[config.mk]
export PLATFORM = sky130hd
export DESIGN_NAME = usb_buffer_ctrl
export DESIGN_NICKNAME = d
export VERILOG_FILES = /design/src/rtl/usb_buffer_ctrl.sv
export SDC_FILE = /design/constraint.sdc
export NUM_CORES = 1
export LEC_CHECK = 0
export ABC_AREA = 0
export CAP_MARGIN = 30
export CELL_PAD_IN_SITES_DETAIL_PLACEMENT = 0
export CELL_PAD_IN_SITES_GLOBAL_PLACEMENT = 1
export CORE_ASPECT_RATIO = 1.5
export CORE_MARGIN = 5
export CORE_UTILIZATION = 58
export CTS_CLUSTER_SIZE = 14
export DETAILED_ROUTE_END_ITERATION = 10
export PLACE_DENSITY_LB_ADDON = 0.1
export SYNTH_ARGS = -nofsm -noshare
export SYNTH_HDL_FRONTEND = slang
export SYNTH_SLANG_ARGS = --single-unit
[constraint.sdc]
create_clock -name clk_i -period 6.5 [get_ports clk_i]
set_input_delay 0.975 -clock clk_i [delete_from_list [all_inputs] [get_ports clk_i]]
set_output_delay 0.975 -clock clk_i [all_outputs]
set_load 0.05 [all_outputs]
[src/rtl/usb_buffer_ctrl.sv]
// ---------------------------------------------------------------------------
// usb_buffer_ctrl
// Owns the shared USB endpoint byte FIFO and decides which direction may use
// it. Only one direction owns the buffer at a time: an RX DATA packet being
// captured and then drained by AHB, or TX data loaded by AHB and drained by
// the TX encoder. It also reports packet completion and access errors.
//
// Optional build macro: USB_BUF_RX_ERR_FLUSH_EN
//   defined   : rx_error_i during RX capture discards the packet
//   undefined : rx_error_i is ignored, the packet completes on rx_eop_i
//
// Ports
//   clk_i                 system clock, rising edge
//   n_rst_i               asynchronous active-low reset
//   rx_packet_i[2:0]      decoded PID from usb_rx (011 = DATA)
//   store_rx_packet_i     strobe, rx_packet_data_i valid
//   rx_packet_data_i[7:0] received byte
//   rx_eop_i              current RX packet ended
//   rx_error_i            current RX packet has an error
//   store_tx_data_i       AHB push strobe
//   tx_data_in_i[7:0]     AHB push byte
//   get_rx_data_i         AHB pop strobe
//   rx_data_out_o[7:0]    head byte for AHB, 8'h00 when empty
//   get_tx_packet_data_i  TX encoder pop strobe
//   tx_packet_data_o[7:0] head byte for TX, 8'h00 when empty
//   clear_i               synchronous flush, highest priority
//   buffer_occupancy_o    bytes held (PW+1 bits)
//   rx_data_ready_o       a complete RX DATA packet is held
//   buffer_error_o        sticky access error
// ---------------------------------------------------------------------------
module usb_buffer_ctrl #(
  parameter int DEPTH = 64,
  localparam int PW = $clog2(DEPTH)
) (
  input  logic          clk_i,
  input  logic          n_rst_i,
  input  logic [2:0]    rx_packet_i,
  input  logic          store_rx_packet_i,
  input  logic [7:0]    rx_packet_data_i,
  input  logic          rx_eop_i,
  input  logic          rx_error_i,
  input  logic          store_tx_data_i,
  input  logic [7:0]    tx_data_in_i,
  input  logic          get_rx_data_i,
  output logic [7:0]    rx_data_out_o,
  input  logic          get_tx_packet_data_i,
  output logic [7:0]    tx_packet_data_o,
  input  logic          clear_i,
  output logic [PW:0]   buffer_occupancy_o,
  output logic          rx_data_ready_o,
  output logic          buffer_error_o
);

  localparam logic [1:0] IDLE    = 2'd0;
  localparam logic [1:0] RX_FILL = 2'd1;
  localparam logic [1:0] RX_HOLD = 2'd2;
  localparam logic [1:0] TX_LOAD = 2'd3;

  localparam logic [2:0]  PID_DATA = 3'b011;
  localparam logic [PW:0] FULL_C   = (PW+1)'(DEPTH);
  localparam logic [PW:0] ONE_C    = (PW+1)'(1);

  logic [1:0]    state_q, state_d;
  logic [PW-1:0] wptr_q, wptr_d;
  logic [PW-1:0] rptr_q, rptr_d;
  logic [PW:0]   count_q, count_d;
  logic          err_q, err_d;
  logic [7:0]    mem_q [DEPTH];

  logic          push_s;
  logic          pop_s;
  logic          err_set_s;
  logic          flush_s;
  logic [7:0]    wdata_s;
  logic          full_s;
  logic          empty_s;
  logic [7:0]    head_s;

  assign full_s  = (count_q == FULL_C);
  assign empty_s = (count_q == {(PW+1){1'b0}});

  // Ownership FSM, access arbitration and error detection.
  always_comb begin
    state_d   = state_q;
    wptr_d    = wptr_q;
    rptr_d    = rptr_q;
    count_d   = count_q;
    push_s    = 1'b0;
    pop_s     = 1'b0;
    err_set_s = 1'b0;
    flush_s   = 1'b0;
    wdata_s   = 8'h00;

    case (state_q)
      IDLE: begin
        if (store_rx_packet_i && (rx_packet_i == PID_DATA)) begin
          // RX wins a tie with an AHB push; the push is reported as an error.
          wdata_s   = rx_packet_data_i;
          push_s    = !full_s;
          err_set_s = full_s | store_tx_data_i;
          state_d   = RX_FILL;
        end else if (store_tx_data_i) begin
          wdata_s   = tx_data_in_i;
          push_s    = !full_s;
          err_set_s = full_s;
          state_d   = TX_LOAD;
        end else begin
          state_d = IDLE;
        end
        if (get_rx_data_i || get_tx_packet_data_i) begin
          err_set_s = 1'b1;
        end else begin
          err_set_s = err_set_s;
        end
      end

      RX_FILL: begin
        // Any byte strobed while capturing belongs to the packet.
        wdata_s   = rx_packet_data_i;
        push_s    = store_rx_packet_i && !full_s;
        err_set_s = (store_rx_packet_i && full_s) | store_tx_data_i |
                    get_rx_data_i | get_tx_packet_data_i;
        if (rx_eop_i) begin
          state_d = (!empty_s || push_s) ? RX_HOLD : IDLE;
        end else begin
          state_d = RX_FILL;
        end
`ifdef USB_BUF_RX_ERR_FLUSH_EN
        if (rx_error_i) begin
          flush_s = 1'b1;
          state_d = IDLE;
        end else begin
          flush_s = 1'b0;
        end
`endif
      end

      RX_HOLD: begin
        pop_s     = get_rx_data_i && !empty_s;
        err_set_s = (get_rx_data_i && empty_s) | store_rx_packet_i |
                    store_tx_data_i | get_tx_packet_data_i;
        if (pop_s && (count_q == ONE_C)) begin
          state_d = IDLE;
        end else begin
          state_d = RX_HOLD;
        end
      end

      TX_LOAD: begin
        wdata_s   = tx_data_in_i;
        push_s    = store_tx_data_i && !full_s;
        pop_s     = get_tx_packet_data_i && !empty_s;
        err_set_s = (store_tx_data_i && full_s) |
                    (get_tx_packet_data_i && empty_s) |
                    store_rx_packet_i | get_rx_data_i;
        // Draining the last byte releases the buffer unless refilled now.
        if (pop_s && !push_s && (count_q == ONE_C)) begin
          state_d = IDLE;
        end else begin
          state_d = TX_LOAD;
        end
      end

      default: begin
        state_d = IDLE;
      end
    endcase

    case ({push_s, pop_s})
      2'b10:   count_d = count_q + ONE_C;
      2'b01:   count_d = count_q - ONE_C;
      default: count_d = count_q;
    endcase
    wptr_d = push_s ? (wptr_q + {{(PW-1){1'b0}}, 1'b1}) : wptr_q;
    rptr_d = pop_s  ? (rptr_q + {{(PW-1){1'b0}}, 1'b1}) : rptr_q;

    if (flush_s) begin
      wptr_d  = {PW{1'b0}};
      rptr_d  = {PW{1'b0}};
      count_d = {(PW+1){1'b0}};
    end else begin
      count_d = count_d;
    end

    err_d = err_q | err_set_s;

    // Flush overrides everything, including any write this cycle.
    if (clear_i) begin
      state_d = IDLE;
      wptr_d  = {PW{1'b0}};
      rptr_d  = {PW{1'b0}};
      count_d = {(PW+1){1'b0}};
      err_d   = 1'b0;
      push_s  = 1'b0;
      pop_s   = 1'b0;
    end else begin
      err_d = err_d;
    end
  end

  // Control state, pointers, occupancy and sticky error.
  always_ff @(posedge clk_i or negedge n_rst_i) begin
    if (!n_rst_i) begin
      state_q <= IDLE;
      wptr_q  <= {PW{1'b0}};
      rptr_q  <= {PW{1'b0}};
      count_q <= {(PW+1){1'b0}};
      err_q   <= 1'b0;
    end else begin
      state_q <= state_d;
      wptr_q  <= wptr_d;
      rptr_q  <= rptr_d;
      count_q <= count_d;
      err_q   <= err_d;
    end
  end

  // Byte storage; contents need no reset.
  always_ff @(posedge clk_i) begin
    if (push_s) begin
      mem_q[wptr_q] <= wdata_s;
    end
  end

  // First-word-fall-through head, forced to zero when nothing is held.
  always_comb begin
    if (empty_s) begin
      head_s = 8'h00;
    end else begin
      head_s = mem_q[rptr_q];
    end
  end

  assign rx_data_out_o      = head_s;
  assign tx_packet_data_o   = head_s;
  assign buffer_occupancy_o = count_q;
  assign rx_data_ready_o    = (state_q == RX_HOLD);
  assign buffer_error_o     = err_q;

endmodule

## After elaboration in Yosys (flattened, before gate mapping)

Memory sizes are Yosys's and may differ from the RTL's.
Cells that the tools add are included.

- Memories: 1
- Output and inout port bits: 25
- Input bits: 28
- Logic and storage cells: 81
- RAM bits: 512
- Register bits: 22

- Equality and inequality tests: 8
- Add/sub/neg operators: 4
- Muxes and demuxes: 30
- Reduce and logical (&&, ||, !) cells: 22
- Bitwise operators: 11

Memories:

| memory | depth | width | rd ports | clocked after Yosys merged registers in | write ports | line | text |
|---|---|---|---|---|---|---|---|
| mem_q | 64 | 8 | 1 | 0 | 1 | 68 | `logic [7:0] mem_q [DEPTH];` |

Operators by type and width:

| operator | count |
|---|---|
| 2-to-1 mux 6 bit | 4 |
| 2-to-1 mux 8 bit | 3 |
| case mux 8 bit (3 select lines) | 1 |
| 2-to-1 mux 2 bit | 7 |
| case mux 7 bit (2 select lines) | 1 |
| adder 6 x 1 -> 6 bit (second input constant) | 2 |
| logical AND 1 bit | 12 |
| OR 1 bit | 11 |
| 2-to-1 mux 1 bit | 9 |
| case mux 2 bit (4 select lines) | 1 |
| adder 7 x 1 -> 7 bit (second input constant) | 1 |
| equality test 7 x 1 -> 1 bit (second input constant) | 1 |
| equality test 7 bit (second input constant) | 1 |
| zero test 7 bit | 1 |
| 2-to-1 mux 7 bit | 1 |
| subtractor 7 x 1 -> 7 bit (second input constant) | 1 |
| equality test 2 bit (second input constant) | 3 |
| equality test 2 x 1 -> 1 bit (second input constant) | 2 |
| case mux 1 bit (4 select lines) | 1 |
| nonzero test 2 bit | 2 |
| equality test 3 x 2 -> 1 bit (second input constant) | 1 |
| zero test 1 bit | 3 |
| case mux 1 bit (3 select lines) | 1 |
| nonzero test 3 bit | 1 |
| 3 further kinds | 4 |

## Depth between registers and ports, before layout

Gate-level depths: netlist (run 1).

- Word-level depth: 9
- Mapped depth: 11
- Depth with buffers taken out: 7

## Worst setup path after synthesis (run 1)

Ideal clock, no wire load.

- Path type: register -> output
- Start point: reg count_q[1], in the netlist buffer_occupancy_o[1]
- End point: out tx_packet_data_o[6]
- Data arrival time: 3,198 ps
- Stages on the path, launching flop included: 8
- Path buffers: 2
- Slack: 2,327 ps
- Required time: 5,525 ps
- Path through: dfrtp_1 > inv_1 > ha_1 > clkbuf_1 > nand3_1 > nand2_1 > o32ai_1 > buf_4

- Longest elaborated chain between the ends: 2

Ends and longest elaborated chain:

| item | line | text |
|---|---|---|
| start: declaration | 66 | `logic [PW:0] count_q, count_d;` |
| start signal: assignment | 207 | `count_q <= {(PW+1){1'b0}};` |
| start signal: assignment | 213 | `count_q <= count_d;` |
| zero test 7 bit | 80 | `assign empty_s = (count_q == {(PW+1){1'b0}});` |
| 2-to-1 mux 8 bit | 227 | `if (empty_s) begin` |
| end: declaration | 47 | `output logic [7:0] tx_packet_data_o,` |

No other way between the ends.

## Worst setup path after layout (run 1)

- Start point: reg rptr_q[3]
- End point: out rx_data_out_o[5]

- Longest elaborated chain between the ends: 2

Ends and longest elaborated chain:

| item | line | text |
|---|---|---|
| start: declaration | 65 | `logic [PW-1:0] rptr_q, rptr_d;` |
| start signal: assignment | 206 | `rptr_q <= {PW{1'b0}};` |
| start signal: assignment | 212 | `rptr_q <= rptr_d;` |
| memory (64 x 8 bit) | - |  |
| 2-to-1 mux 8 bit | 227 |  |
| end: declaration | 45 | `output logic [7:0] rx_data_out_o,` |

No other way between the ends.

==> results of run 1 <==
[worst max-delay path by stage]
stage / to / startpoint / cells after the start
2_1_floorplan: tx_packet_data_o[6] / buffer_occupancy_o[1] / 7
3_3_place_gp: mem_q[2][2] / store_rx_packet_i / 6
3_5_place_dp: mem_q[1][7] / store_rx_packet_i / 6
4_1_cts: tx_packet_data_o[6] / rptr_q[0] / 6
5_1_grt: tx_packet_data_o[6] / rptr_q[0] / 6
6_report: rx_data_out_o[5] / rptr_q[3] / 6
[registers in the layout, indices dropped and copies added, names as in the netlist]
register and count:
mem_q 512, state_q 2, wptr_q 6, buffer_occupancy_o 7, buffer_error_o 1, rptr_q 6
[cell usage in the layout (no fill, tap or decap), types with 3 or more instances in the layout]
| cell type | count |
|---|---|
| clkinv_2 | 7 |
| and3_1 | 3 |
| a22o_1 | 12 |
| clkinv_1 | 8 |
| buf_12 | 3 |
| nor2_4 | 9 |
| nor2_1 | 95 |
| nand4_1 | 8 |
| a21oi_1 | 25 |
| clkbuf_1 | 16 |
| nand3_1 | 9 |
| and2_1 | 3 |
| dfrtp_1 | 20 |
| mux2_1 | 4 |
| edfxtp_1 | 512 |
| clkbuf_16 | 50 |
| nor2b_1 | 6 |
| nand2_1 | 24 |
| xnor2_1 | 3 |
| nand3b_1 | 4 |
| xor2_1 | 6 |
| inv_1 | 6 |
| o22ai_1 | 15 |
| nand4b_1 | 5 |
| ha_1 | 9 |
| o221ai_1 | 16 |
| mux4_2 | 96 |
| mux2i_1 | 75 |
| a22oi_1 | 29 |
| or3_1 | 3 |
| buf_4 | 25 |
| a31o_2 | 3 |
| a211oi_1 | 21 |
| clkdlybuf4s50_1 | 51 |
[metrics by stage]
stage | power (mW) | utilization, % | cells | hold WS [ns] | area, um2
after detailed placement | 5.84 | 61.5 | 1633 | 0.598 | 22600
after floorplan | 5.29 | - | 1149 | 0.526 | 21500
after global placement | 5.80 | 61.5 | 1633 | 0.593 | 22600
final | 8.33 | 65.3 | 1717 | 0.617 | 24000
after CTS | 8.40 | 65.3 | 1717 | 0.617 | 24000
after global routing | 8.62 | 65.3 | 1717 | 0.664 | 24000
[cells by family (layout without fill, tap and decap cells)]
family          after synthesis  in the layout  synth area share, %
buf+inv                      85            169                 2.01
compound gates              150            150                 5.17
flops                       534            534                 74.0
xor+xnor                      9              9                0.366
simple gates                185            185                 4.07
fa+ha+maj                    10             10                0.570
mux                         176            176                 13.8
[report_power, final]
group	total (mW)	switching, mW	internal [mW]
logic	1.59	1.08	0.511
registers	4.16	0.0691	4.09
clock network	2.59	1.18	1.41
total	8.33	2.32	6.01
[routing by layer]
metal | share of wire (%) | wire [um] | track usage [%] | vias to the layer above
met5 | 0 | 0 | 0 | -
met4 | 3.2 | 1550 | 7.59 | 0
met3 | 5.1 | 2460 | 2.64 | 83
met2 | 53 | 25300 | 40.8 | 342
met1 | 39 | 18800 | 31.3 | 5724
li1 | - | - | - | 4790
[tightest hold or removal path, stage by stage (launching register included)]
cell,delay [ns]
dfrtp_1,0.41
xor2_1,0.09
nor2_1,0.08
[area by class of cell]
cell class	count	area (um2)	share of cell area, %
well taps	484	606	2.53
clock buffers	66	1310	5.47
repair buffers	79	758	3.16
flip-flops and latches	534	15900	66.5
multi-input cells	530	5240	21.9
inverters	6	22.5	0.0940
clock inverters	18	101	0.423
==> impl_metrics.ini, run 1 <==
[sta]
setup_tns_ns = 0
fmax_ghz = 0.188
fin_skew_ns = 0.0169
setup_ws_ns = 1.18
fin_crit_ns = 5.32
hold_viol = 0
maxSlewHeadroom_pct = 32.8
slew_viol_final = 0
period_share_pct = 81.9
rsz0062_at_grt = no
tightest_slew_ns = 1.00
setup_viol = 0

[clock_tree]
cts_buffers = 48
cts_tree = done
cts_resized = 0
ctsLongestPathBuffers = 3
path_clk_slew_ns = 0.06
postCtsSetupBuffers = 0
h-tree-depth = 2
ctsHoldBuffers = 0
clkLatencyLatePin_ns = 0.57
clock-sinks = 534
clockRootBuffer = clkbuf_16

[logic_synthesis]
synthDistinctLibCells = 65
ys_seq_area_share_pct = 74.0
netlist_top_cells_count = 512 x edfxtp_1, 104 x nor2_1, 96 x mux4_2
synth_top_area_share_pct = 71.4
synth_top_area_cell = edfxtp_1
synth_nets = 1186
synth_edf_count = 512
syn_inst = 1149
synthTopCellsByArea = edfxtp_1 71%, mux4_2 10%, mux2i_1 3.5%
synth-main-ff-cell = edfxtp_1
ys_warn_count = 0
synth_most_common_cell = edfxtp_1
syn_area_per_cell_um2 = 18.7
async_flop_share_pct = 4.12
syn_area_mm2 = 0.0215
synth_seq_cells = 534

[placement]
portBuffers = 51
place_congestion = 0.815
dp_hpwl_um = 29100
dpl_worst_slack_ns = 1.51

[outcome]
status = finished, final reports clean

[route]
drt-wirelength-per-cell_um = 28.1
drc = 0
ant_nets = 0
wl_um = 48200
drtIter0Drc = 900
num_vias = 10900
firstDrtPassIters = 5
vias_per_cell = 6.37

[worst_setup_path]
worstPathRequired_ns = 5.52
max_stage_delay_ns = 0.86
cpMaxStageDelayCell = dfrtp_1
path_buf_inv = 1
reg2reg_from = state_q[0]
start_kind = register
worstReg2RegEnd = mem_q[3][2]
cp.arrival_ns = 4.35
path_max_fanout = 16
r2r_slack_ns = 2.43
crit_path_end_kind = output port
critPathTopFamily = compound AO/OA/AOI/OAI gates
worstRegToRegCells = 7
path_cells = nand3b_1, o221ai_1, a211oi_1, a21oi_1, a22o_1, clkdlybuf4s50_1
path_class = register to output port

[worst_hold_path]
hold_path_class = register to register
holdPathStages = 2
hp-start = wptr_q[2]
holdPathEnd = wptr_q[2]

[floorplanning]
die_w_um = 167
initial_core_util_pct = 58.7
io_pins = 53
rows = 86
die_area_mm2 = 0.0411
die_h_um = 246
core_area_mm2 = 0.0367

[global_route]
antenna_found_initial = 0
overflow = 0
track_usage_pct = 23.4
grt_pass1_wl_um = 71200
grt_max_degree = 65
grt_pass1_vias = 11200

[final_layout]
nFillCells = 2504
nNetsFinal = 1236
drive_above_1_share_pct = 16.6
antenna_cells = 0
area_delta_synth_final_pct = 11.4

[pwr]
power_density_mw_per_mm2 = 348
total_leakage_power_nw = 7.41
ir_drop_uv = 259

[run]
drv_cap = 0
Power figures use the tool's default switching activity.
==> run 2: changes to the inputs <==
--- a/config.mk
+++ b/config.mk
@@ -11,7 +11,7 @@
 export CELL_PAD_IN_SITES_GLOBAL_PLACEMENT = 1
 export CORE_ASPECT_RATIO = 1.5
 export CORE_MARGIN = 5
-export CORE_UTILIZATION = 58
+export CORE_UTILIZATION = 54
 export CTS_CLUSTER_SIZE = 14
 export DETAILED_ROUTE_END_ITERATION = 10
 export PLACE_DENSITY_LB_ADDON = 0.1
==> constraint.sdc (replaced) <==
create_clock -name clk_i -period 5.39 [get_ports clk_i]
set_input_delay 0.8085 -clock clk_i [delete_from_list [all_inputs] [get_ports clk_i]]
set_output_delay 0.8085 -clock clk_i [all_outputs]
set_load 0.05 [all_outputs]
==> run 2 against run 1 <==
  * Worst setup slack got worse by 0.78 ns
  * Final cell count is 4.7% higher
  * Clock skew fell by 0.0013 ns
  * Register-to-register slack worse by 0.61 ns
  * First-iteration DRC count fell by 14%
  * Die area increased by 7.0%
  * Clock power grew 22%
  * Critical path type unchanged
  * Critical endpoint is now tx_packet_data_o[6]
  * Largest power group unchanged
  * Highest routed layer unchanged
==> impl_metrics.ini, run 2 (synthesized netlist as in run 1, its figures left out) <==
[route]
num_vias = 11000
drc = 0
ant_nets = 0
drtIter0Drc = 772
drt-wirelength-per-cell_um = 27.0
wl_um = 48500
vias_per_cell = 6.14
firstDrtPassIters = 5

[clock_tree]
clock-sinks = 534
clkLatencyLatePin_ns = 0.56
ctsLongestPathBuffers = 3
cts_resized = 0
path_clk_slew_ns = 0.06
cts_buffers = 48
ctsHoldBuffers = 0
postCtsSetupBuffers = 0
clockRootBuffer = clkbuf_16
cts_tree = done
h-tree-depth = 2

[final_layout]
final_area_mm2 = 0.0245
largest_register = mem_q
drive_above_1_share_pct = 20.5
most-common-layout-cells = 512 x edfxtp_1, 96 x mux4_2, 95 x nor2_1, 83 x buf_4, 75 x mux2i_1
ff_latch_area_mm2 = 0.0159
layout_commonest_cell = edfxtp_1
nNetsFinal = 1298
utilization_pct = 62.3
area_delta_synth_final_pct = 14.0
multi_input_area_mm2 = 0.00524
largest_register_ffs = 512
nFillCells = 2871

[placement]
dp_hpwl_um = 31200
portBuffers = 51
postPlaceCellArea_mm2 = 0.0231
place_congestion = 0.799

[worst_setup_path]
max_stage_delay_ns = 0.76
path_max_fanout = 35
cp_common_cell = buf_12
path_cells = buf_12, buf_12, mux4_2, a2111oi_0, o21a_1, o32ai_1, clkdlybuf4s50_1
worstPathRequired_ns = 4.58
start_kind = register
cpMaxStageDelayCell = dfrtp_4
cp.arrival_ns = 4.18
crit_path_end_kind = output port
path_class = register to output port

[sta]
fin_crit_ns = 4.99
period_share_pct = 92.5
setup_tns_ns = 0
whs_ns = 0.594
fin_skew_ns = 0.0156
fmax_ghz = 0.200
hold_viol = 0
rsz0062_at_grt = no
slew_viol_final = 0
setup_viol = 0
tightest_slew_ns = 0.995
maxSlewHeadroom_pct = 33.5

[floorplanning]
rows = 89
initial_core_util_pct = 54.6
die_h_um = 255
die_w_um = 173
die_area_mm2 = 0.0440
io_pins = 53
core_area_mm2 = 0.0394

[global_route]
overflow = 0
track_usage_pct = 22.2
antenna_found_initial = 0
grt_pass1_vias = 11500
grt_max_degree = 65
grt_pass1_wl_um = 72800

[pwr]
ir_drop_uv = 338
fin_total_pwr_mw = 10.1
power_density_mw_per_mm2 = 413
total_leakage_power_nw = 7.75

[worst_hold_path]
hold_path_class = register to register

[run]
drv_cap = 0

[outcome]
status = finished, final reports clean
[run 2: layer usage]
metal	share of wire, %	wire [um]	global-route usage [%]	vias up
met5	0	0	0	-
met4	3.0	1470	7.19	0
met3	4.5	2200	2.98	69
met2	53	25600	40.0	296
met1	40	19200	28.3	5764
li1	-	-	-	4902
[run 2: worst paths after layout]
kind / start / end / slack [ns] / cells past startpoint
min in group asynchronous: n_rst_i / buffer_occupancy_o[0] / 0.63 / 2
max: rptr_q[0] / tx_packet_data_o[6] / 0.40 / 7
max in group asynchronous: n_rst_i / rptr_q[0] / 4.47 / 2
min: rptr_q[5] / rptr_q[5] / 0.59 / 2
max reg2reg: buffer_occupancy_o[0] / mem_q[40][4] / 1.82 / 6
min reg2reg: rptr_q[5] / rptr_q[5] / 0.59 / 2
[run 2: power by group]
group / total [mW] / leakage (nW) / switching (mW) / internal [mW]
Combinational: 1.98 / 2.07 / 1.32 / 0.661
Sequential: 5.00 / 4.98 / 0.0729 / 4.93
Clock: 3.16 / 0.696 / 1.41 / 1.75
Total: 10.1 / 7.75 / 2.81 / 7.34
[run 2: worst max-delay path, delay by kind of cell (launching register included)]
family,cells,cell delay [ns]
buffers and inverters,3,1.40
AOI/OAI and AO/OA,3,0.89
muxes,1,0.53
DFF,1,0.76
[run 2: cell type report]
cell class,instances,area share [%]
diodes,1,0.0102
clock buffers,66,5.34
clock inverters,19,0.525
inverters,6,0.0918
multi-input cells,530,21.3
flip-flops and latches,534,64.9
well taps,500,2.55
repair buffers,141,5.22
[run 2: per-stage QoR]
| stage | worst slack (ns) | cells |
|---|---|---|
| after global placement | 0.895 | 1708 |
| after global routing | 0.149 | 1796 |
| after floorplan | 1.38 | 1149 |
| after CTS | 0.278 | 1795 |
| after detailed placement | 0.880 | 1710 |
| final | 0.402 | 1797 |
==> run 3: changes to the inputs <==
--- a/config.mk
+++ b/config.mk
@@ -11,9 +11,10 @@
 export CELL_PAD_IN_SITES_GLOBAL_PLACEMENT = 1
 export CORE_ASPECT_RATIO = 1.5
 export CORE_MARGIN = 5
-export CORE_UTILIZATION = 54
+export CORE_UTILIZATION = 58
 export CTS_CLUSTER_SIZE = 14
 export DETAILED_ROUTE_END_ITERATION = 10
+export GPL_ROUTABILITY_DRIVEN = 0
 export PLACE_DENSITY_LB_ADDON = 0.1
 export SYNTH_ARGS = -nofsm -noshare
 export SYNTH_HDL_FRONTEND = slang
==> constraint.sdc (replaced) <==
create_clock -name clk_i -period 6.1 [get_ports clk_i]
set_input_delay 0.915 -clock clk_i [delete_from_list [all_inputs] [get_ports clk_i]]
set_output_delay 0.915 -clock clk_i [all_outputs]
set_load 0.05 [all_outputs]
==> run 3 against run 2 <==
  * Core utilization grew 3.2 points
  * Final cell count shrank 4.2%
  * Combinational power shrank 15%
  * Total power shrank 13%
  * Hold slack gained 0.0045 ns
  * Clock power shrank 13%
  * Sequential cell count is the same
  * Die area shrank 6.6%
  * Worst setup slack gained 0.32 ns
  * Critical endpoint unchanged
==> impl_metrics.ini, run 3 (synthesized netlist as in run 1, its figures left out) <==
[placement]
dpl_worst_slack_ns = 1.28
dp_hpwl_um = 29800
portBuffers = 51

[final_layout]
layout_commonest_cell = edfxtp_1
nFillCells = 2546
largest_register_ffs = 512
area_delta_synth_final_pct = 11.6
most-common-layout-cells = 512 x edfxtp_1, 96 x mux4_2, 95 x nor2_1, 75 x mux2i_1, 51 x clkdlybuf4s50_1
largest_register = mem_q
drive_above_1_share_pct = 17.4
antenna_cells = 0
nNetsFinal = 1250

[global_route]
antenna_found_initial = 0
track_usage_pct = 23.7
grt_pass1_vias = 11200
grt_max_degree = 65
grt_pass1_wl_um = 72200
overflow = 0

[clock_tree]
cts_resized = 0
cts_tree = done
clock-sinks = 534
postCtsSetupBuffers = 0
path_clk_slew_ns = 0.06
clockRootBuffer = clkbuf_16
cts_buffers = 48
h-tree-depth = 2
ctsHoldBuffers = 0
ctsLongestPathBuffers = 3
clkLatencyLatePin_ns = 0.56

[pwr]
total_leakage_power_nw = 7.45
power_density_mw_per_mm2 = 368
ir_drop_uv = 305

[route]
drc = 0
ant_nets = 0
highest-signal-layer = met4
wl_um = 48100
drtIter0Drc = 1028
route.met3.wl_um = 2820
num_vias = 11000
vias_per_cell = 6.38
drt-wirelength-per-cell_um = 27.9
wl_met1_um = 18600
dr_wl_met2_um = 25100
firstDrtPassIters = 5

[sta]
slew_viol_final = 0
whs_ns = 0.598
tightest_slew_ns = 0.966
maxSlewHeadroom_pct = 35.6
setup_ws_ns = 0.724
setup_tns_ns = 0
period_share_pct = 88.1
hold_viol = 0
fin_skew_ns = 0.0184
setup_viol = 0
rsz0062_at_grt = no
fin_crit_ns = 5.38
fmax_ghz = 0.186

[floorplanning]
core_area_mm2 = 0.0367
die_w_um = 167
die_h_um = 246
rows = 86
initial_core_util_pct = 58.7
io_pins = 53
die_area_mm2 = 0.0411

[worst_setup_path]
worstPathRequired_ns = 5.18
path_class = register to output port
start_kind = register
crit_path_end_kind = output port
cp.arrival_ns = 4.46
path_max_fanout = 55

[run]
drv_cap = 0

[worst_hold_path]
hold_path_class = register to register

[outcome]
status = finished, final reports clean
run 3: changes by cell type in the layout (fill, tap and decap cells not counted), sizes merged:
cell and change:
buf -48, diode -1, inv +2, clkinv -5, clkbuf -7
run 3: per-layer routing:
metal  vias up  GRT usage, %
met1      5738          32.0
met3        83          3.18
met2       362          40.7
met4         0          7.67
met5         -             0
li1       4801             -
run 3: final cells by class:
class | instances | area [um2] | share of cell area, %
Clock buffer | 59 | 1260 | 5.26
Clock inverter | 16 | 113 | 0.469
Tap cell | 484 | 606 | 2.52
Timing Repair Buffer | 93 | 847 | 3.53
Sequential cell | 534 | 15900 | 66.3
Multi-Input combinational cell | 530 | 5240 | 21.8
Inverter | 6 | 22.5 | 0.0937
run 3: final timing paths:
check / slack, ns / end / depth (start not counted) / startpoint
max reg2reg: 2.35 / mem_q[23][5] / 7 / buffer_occupancy_o[0]
max: 0.72 / tx_packet_data_o[6] / 6 / rptr_q[0]
min reg2reg: 0.60 / wptr_q[2] / 2 / wptr_q[2]
min: 0.60 / wptr_q[2] / 2 / wptr_q[2]
min in group asynchronous: 0.73 / buffer_error_o / 2 / n_rst_i
max in group asynchronous: 5.08 / rptr_q[0] / 2 / n_rst_i
run 3: per-stage QoR:
step / cell area, um2 / utilization [%] / cells / power, mW
finish: 24000 / 65.5 / 1722 / 8.85
global route: 24000 / 65.5 / 1722 / 9.16
CTS: 24000 / 65.5 / 1722 / 8.91
detailed placement: 22600 / 61.7 / 1647 / 6.20
global placement: 22600 / 61.7 / 1645 / 6.15
floorplan: 21500 / - / 1149 / 5.64
run 3: power breakdown:
group | total, mW | switching (mW) | internal (mW)
sequential | 4.43 | 0.0716 | 4.35
clock | 2.75 | 1.24 | 1.50
combinational | 1.68 | 1.13 | 0.545
total | 8.85 | 2.45 | 6.40
run 3: critical path: stages (launching register included):
cell and delay (ns):
dfrtp_4 0.89, buf_12 0.44, mux4_2 0.57, a2111oi_0 0.79
o21a_1 0.22, o32ai_1 0.15, clkdlybuf4s50_1 0.75
==> RTL edit, RTL diff (settings of run 3) <==
Set the parameter `DEPTH` to 32 (it was 64).
--- a/src/rtl/usb_buffer_ctrl.sv
+++ b/src/rtl/usb_buffer_ctrl.sv
@@ -31,3 +31,3 @@
 module usb_buffer_ctrl #(
-  parameter int DEPTH = 64,
+  parameter int DEPTH = 32,
   localparam int PW = $clog2(DEPTH)
Ports: changed (resized buffer_occupancy_o); port bits go from 53 to 52. No check against the original RTL was run, so the function may have changed too.
==> RTL edit against run 3 <==
  * Routed wire length is 51% lower
  * Sequential share of layout area is 3.6 points lower
  * Sequential cell count is 259 lower
  * Fmax is 14% higher
  * Cell area is 46% lower
  * Setup slack better by 0.64 ns
  * Clock skew is 0.00091 ns lower
  * Non-clock buffer count is 28 lower
  * Total power is 42% lower
  * Synthesized area is 47% lower
  * Critical endpoint is now rx_data_out_o[7]
==> RTL edit: results <==
[synthesis]
synth_commonest_cells = edfxtp_1 (256), mux4_2 (65), nor2_1 (63)
synth_edf_count = 256
synth.top_cells.by_area = edfxtp_1 (67%), mux4_2 (13%), dfrtp_1 (4.1%)
syn_nets = 670
avgSynthCellArea_sq_um = 18.2
synth_fa_ha_area_frac = 0.0131
async_flop_share = 0.0691
synth_xor_xnor_area_share = 0.00533
ys_seq_area_frac = 0.710
synthMuxAreaShare = 0.142
synth_compound_area_frac = 0.0495

[worst_setup_path]
worstPathMaxFanout = 35
max_stage_delay_ns = 0.97
r2r_start = buffer_occupancy_o[1]
cp.arrival_ns = 3.82
r2r_setup_slack_ns = 2.68
r2r-end = mem_q[13][6]

[power]
p_seq_mw = 2.32
peakVddDrop_v = 0.000536
p_leak_nw = 4.15
switchingPower_mw = 1.59
pg_clk_mw = 1.45

[timing]
slew_headroom = 0.385

[layout]
finalNetCount = 723
drive_gt1_frac = 0.193
largest_reg_flops = 256

[detailed_routing]
dr_total_vias = 5961
routedWlPerCell_um = 24.7
dr_wl_met3_um = 1210
drt-initial-drc-count = 374
wl_met2_um = 12900

[grt]
grt_usage = 0.212
use_met1 = 0.263
grt_use_met3 = 0.0264
grt_pass1_wl_um = 36900

[placement]
dpl_cell_area_sq_um = 12200
dpl.cell_count = 915
dpl.hpwl_um = 15800
dp_slack_ns = 1.87

[min_path]
min_to = wptr_q[1]
hold_path_startpoint = wptr_q[1]

[clocking]
clk_latency_ns = 0.52
cts_buffers = 25

[status]
status = complete, no violations
-- RTL edit: worst max path at each step --
stage / start / endpoint / slack (ns) / cells past startpoint
finish: rptr_q[1] / rx_data_out_o[7] / 1.37 / 6
global route: rptr_q[1] / tx_packet_data_o[1] / 1.21 / 6
CTS: rptr_q[1] / tx_packet_data_o[1] / 1.29 / 6
detailed placement: rptr_q[1] / rx_data_out_o[1] / 1.87 / 6
global placement: rptr_q[0] / rx_data_out_o[4] / 1.87 / 5
floorplan: buffer_occupancy_o[1] / tx_packet_data_o[6] / 2.32 / 7
-- RTL edit: layout make-up --
type | count | area, sq um
Clock buffer | 30 | 644
Clock inverter | 12 | 105
Fill cell | 1311 | 6600
Inverter | 10 | 37.5
Multi-Input combinational cell | 306 | 3070
Sequential cell | 275 | 8170
Tap cell | 260 | 325
Timing Repair Buffer | 65 | 676
